$ cat config.mk
export PLATFORM = sky130hd
export DESIGN_NAME = centroid_divider_cxy
export DESIGN_NICKNAME = d
export VERILOG_FILES = /design/src/rtl/centroid_divider_cxy.sv
export SDC_FILE = /design/constraint.sdc
export NUM_CORES = 1
export LEC_CHECK = 0
export CORE_MARGIN = 10
export CORE_UTILIZATION = 53
export CTS_BUF_LIST = sky130_fd_sc_hd__clkbuf_8
export DETAILED_ROUTE_END_ITERATION = 7
export GPL_ROUTABILITY_DRIVEN = 0
export PLACE_DENSITY_LB_ADDON = 0.05
export SKIP_CTS_REPAIR_TIMING = 1
export SLEW_MARGIN = 10
export SYNTH_ARGS = -nofsm -noshare
export SYNTH_HDL_FRONTEND = slang
export SYNTH_SLANG_ARGS = --single-unit
$ cat constraint.sdc
create_clock -name CLK -period 2.65 [get_ports CLK]
set_clock_uncertainty 0.2 [all_clocks]
set_input_delay 0.265 -clock CLK [delete_from_list [all_inputs] [get_ports CLK]]
set_output_delay 0.265 -clock CLK [all_outputs]
set_load 0.01 [all_outputs]
$ cat src/rtl/centroid_divider_cxy.sv
// Centroid divider: two parallel bit-serial restoring dividers turn the per-frame
// centroid accumulators into CX = H_TOTAL / SUM and CY = V_TOTAL / SUM at a fixed 19-cycle latency.
module centroid_divider_cxy #(
  parameter int Q_WIDTH = 8
) (
  input  logic               CLK,
  input  logic               RSTn,
  input  logic               IN_VALID,
  input  logic [17:0]        H_TOTAL,
  input  logic [17:0]        V_TOTAL,
  input  logic [12:0]        SUM,
  input  logic [12:0]        MIN_AREA,
  output logic [Q_WIDTH-1:0] CX,
  output logic [Q_WIDTH-1:0] CY,
  output logic [12:0]        AREA,
  output logic               FOUND,
  output logic               OUT_VALID,
  output logic               BUSY,
  output logic               DROPPED
);

  typedef enum logic [1:0] {IDLE, DIV, DONE} state_t;

  state_t      state;
  logic [17:0] h_dvd, v_dvd;
  logic [17:0] h_quo, v_quo;
  logic [13:0] h_rem, v_rem;
  logic [12:0] sum_q, min_q;
  logic [4:0]  cnt;

  logic [13:0] divisor;
  logic [13:0] h_trial, v_trial;
  logic        found_w;

  function automatic logic [Q_WIDTH-1:0] sat_q(input logic [17:0] q);
    if ((q >> Q_WIDTH) != 18'd0) return '1;
    return q[Q_WIDTH-1:0];
  endfunction

  function automatic logic area_ok(input logic [12:0] s, input logic [12:0] m);
    return (s != 13'd0) && (s >= m);
  endfunction

  // The remainder always stays below SUM (< 2^13), so dropping its MSB loses nothing.
  // With SUM == 0 the remainder may wrap, but that result is discarded by FOUND.
  assign divisor = {1'b0, sum_q};
  assign h_trial = {h_rem[12:0], h_dvd[17]};
  assign v_trial = {v_rem[12:0], v_dvd[17]};
  assign found_w = area_ok(sum_q, min_q);
  assign BUSY    = (state != IDLE);

  always_ff @(posedge CLK or negedge RSTn) begin
    if (!RSTn) begin
      state     <= IDLE;
      h_dvd     <= '0;
      v_dvd     <= '0;
      h_quo     <= '0;
      v_quo     <= '0;
      h_rem     <= '0;
      v_rem     <= '0;
      sum_q     <= '0;
      min_q     <= '0;
      cnt       <= '0;
      CX        <= '0;
      CY        <= '0;
      AREA      <= '0;
      FOUND     <= 1'b0;
      OUT_VALID <= 1'b0;
      DROPPED   <= 1'b0;
    end else begin
      OUT_VALID <= 1'b0;
      DROPPED   <= IN_VALID && (state != IDLE);
      case (state)
        // Capture stage: latch operands and clear the divider state
        IDLE: begin
          if (IN_VALID) begin
            h_dvd <= H_TOTAL;
            v_dvd <= V_TOTAL;
            sum_q <= SUM;
            min_q <= MIN_AREA;
            h_rem <= '0;
            v_rem <= '0;
            h_quo <= '0;
            v_quo <= '0;
            cnt   <= '0;
            state <= DIV;
          end
        end
        // Iteration stage: one quotient bit per divider per cycle, MSB first
        DIV: begin
          if (h_trial >= divisor) begin
            h_rem <= h_trial - divisor;
            h_quo <= {h_quo[16:0], 1'b1};
          end else begin
            h_rem <= h_trial;
            h_quo <= {h_quo[16:0], 1'b0};
          end
          if (v_trial >= divisor) begin
            v_rem <= v_trial - divisor;
            v_quo <= {v_quo[16:0], 1'b1};
          end else begin
            v_rem <= v_trial;
            v_quo <= {v_quo[16:0], 1'b0};
          end
          h_dvd <= {h_dvd[16:0], 1'b0};
          v_dvd <= {v_dvd[16:0], 1'b0};
          cnt   <= cnt + 5'd1;
          if (cnt == 5'd17) state <= DONE;
        end
        // Result stage: saturate, apply the area gate, strobe OUT_VALID
        DONE: begin
          CX        <= found_w ? sat_q(h_quo) : '0;
          CY        <= found_w ? sat_q(v_quo) : '0;
          AREA      <= sum_q;
          FOUND     <= found_w;
          OUT_VALID <= 1'b1;
          state     <= IDLE;
        end
        default: state <= IDLE;
      endcase
    end
  end

endmodule

==> out/metrics.csv <==
metric,value,unit
via density per instance,5.74,
Comb pwr share,0.575,
Post-synth EDFFs,0,
total power,15.3,mW
Synth Area in Simple Gates,0.176,
Sw Ratio,0.423,
Ports,98,
Adder-Cell Fraction of Synth Area,0.0671,
RSZ-0062 raised after global routing,true,
Post-Syn Instances,885,
Area Overhead vs Synth,23.5,%
CORE AREA,15200,um2
fraction of layout cells with a size suffix above 1,0.122,
CP cell instances,"inv_1, fa_2, a21oi_2, o211a_1, o221a_4, o21ai_4, buf_6, mux2i_2, o21ai_0",
cell count of the worst reg-to-reg path,9,
DR WL/cell,17.2,um
CP max stage delay,390,ps
Fill cells,1257,
# clock sinks,163,
DR vias,6826,
TritonRoute pass-1 iters,4,
syn_nets,993,
"commonest non-fill, non-tap cell in the layout",dfrtp_1,
worst-path fanout max,5,
area of the die,20900,um2
Critical-path top delay cell,dfrtp_1,
endpoint kind of the worst setup timing path,flop,
critical path class,reg -> reg,
pin count of the biggest net entering global routing,119,
largest family of logic cells by synthesized area,compound AO/OA/AOI/OAI gates,
#FFs+latches synth,163,
leakage power,4.44,nW
CTS tree,built,
Slew Limit Fails,0,
clock root cell,clkbuf_8,
fmax,388,MHz
PwrDens,1510,nW/um2
WHS,89.7,ps
"CTS clk-pin slew, worst paths",90,ps
slack of the critical path,71.7,ps
Min-Delay Path Class,in -> async,
total clock buffers created by CTS,17,
WL final,20400,um
n_diodes,0,
compound-cell area share of the yosys netlist,0.177,
vias in the first global route,6804,
final setup violation count,0,
die extent in x,145,um
run status,completed,
"commonest cells after routing, fill and taps aside","163 x dfrtp_1, 143 x nand2_1, 107 x o21ai_0, 96 x clkdlybuf4s50_1, 74 x nor2_1",
gr usage total,0.201,
"Data arrival, critical path",2700,ps
"antenna viol nets, final",0,
HPWL Detailed,14300,um
VDD IR-drop max,0.914,mV
htree depth,4,
"Seq/Total Area, Yosys",0.495,
Tcrit/Tclk final,0.973,
DRC,0,
ys flop type,dfrtp_1,
Syn. warnings,0,
Final min period,2580,ps
Unique masters post-synth,60,
Startpoint Class,flop,
number of stages on the worst setup path,9,
share of async-settable or async-resettable flops after synthesis,1.00,
internal power,8.85,mW
First DRT Iteration DRCs,393,
CTS max path bufs,2,
Overflow after GRT,0,
Die H,145,um
antenna violations before repair,0,
Top Family by Delay on Critical Path,compound AO/OA/AOI/OAI gates,
Worst Path Required,2770,ps
"Clk Latency, worst-skew pair",460,ps
Buf/Inv on CP,2,
max_slew headroom,0.625,
Max Cap Viol,0,
Tightest Pin Transition,560,ps
IO buf count,97,
Rows,45,
cell area after layout,10200,um2
setup TNS,0,ps
Clk pwr share,0.128,
Final Hold Violating Endpoints,0,
Place WS,25.4,ps
Placed Instance Area,9580,um2
mean post-synth cell area,9.31,um2
post-synthesis mux area share,0.0246,
first-pass GRT wire length,34000,um
Synth Area in XOR/XNOR,0.0181,
Switch Pwr,6.50,mW
Seq pwr share,0.296,
Initial Utilization,0.542,
fin nets,1097,
cell area after synthesis,8240,um2
-- worst reg2reg max path: stages, from the launching register on --
cell and delay [ps]:
dfrtp_1 390, inv_1 250, fa_2 320, a21oi_2 70, o211a_1 250, o221a_4 250, o21ai_4 210, buf_6 160
mux2i_2 240, o21ai_0 100
-- power groups by stage --
stage / clock (mW) / sequential [mW] / combinational, mW
after detailed placement: 0 / 4.56 / 8.35
after global placement: 0 / 4.50 / 8.05
after CTS: 2.02 / 4.52 / 8.40
after global routing: 2.12 / 4.71 / 9.89
after floorplan: 0 / 4.44 / 5.81
final: 1.97 / 4.54 / 8.83
-- flip-flops by register name (all words and copies together) (netlist names) --
signal and count:
AREA 13, CX 8, CY 8, DROPPED 1, FOUND 1, OUT_VALID 1
cnt 5, h_dvd 18, h_quo 18, h_rem 13, min_q 13, state 2
sum_q 13, v_dvd 18, v_quo 18, v_rem 13
-- routing by layer --
layer  vias to the layer above  share of wire  track usage
li1                       3306              -            -
met1                      3335           0.45        0.272
met2                       160           0.48        0.319
met3                        25          0.053       0.0378
met4                         0          0.013       0.0638
met5                         -              0            0
-- cells by family after synthesis --
logic type,count (synthesis)
buf+inv,85
simple gates,322
fa+ha+maj,43
xor+xnor,17
compound gates,235
mux,20
flops,163
-- final timing paths --
| check | from | to | slack, ps |
|---|---|---|---|
| setup / recovery | sum_q[1] | h_rem[4] | 70 |
| setup reg to reg | sum_q[1] | h_rem[4] | 70 |
| min in group CLK | H_TOTAL[0] | h_dvd[0] | 130 |
| max in group asynchronous | RSTn | AREA[8] | 1470 |
| hold reg to reg | AREA[12] | AREA[12] | 280 |
| hold / removal | RSTn | CX[3] | 90 |
-- synthesized netlist by cell type (3+ instances only) --
cell	count	area (um2)
xor2_1	10	87.6
and2_1	3	18.8
a21o_1	8	60.1
a211oi_1	3	22.5
dfrtp_1	163	4080
inv_1	36	135
nor4_1	7	43.8
mux2i_1	18	180
o211ai_1	11	82.6
nor2_1	74	278
o21ai_0	108	541
nand2_1	144	541
ha_1	41	513
clkbuf_1	43	161
xnor2_1	7	61.3
nand3_1	37	185
nand4_1	9	56.3
o21ai_1	5	25.0
o22ai_1	35	219
a21oi_1	19	95.1
nand2b_1	5	31.3
a22o_1	16	140
or2_2	17	106
o21a_1	8	60.1
and3_1	5	31.3
nor2b_1	7	43.8
-- cell type report --
class	instances	area (um2)	share of cell area
clock buffers	19	262	0.0257
clock inverters	13	174	0.0171
inverters	36	135	0.0133
multi-input cells	637	3950	0.388
flip-flops and latches	163	4080	0.401
well taps	188	235	0.0231
repair buffers	134	1340	0.131
-- metrics by stage --
stage | std cells | utilization
6_report | 1190 | 0.669
5_1_grt | 1190 | 0.669
4_1_cts | 1186 | 0.659
3_5_place_dp | 1154 | 0.630
3_3_place_gp | 1154 | 0.630
2_1_floorplan | 885 | -
(Power assumes the default switching activity.)
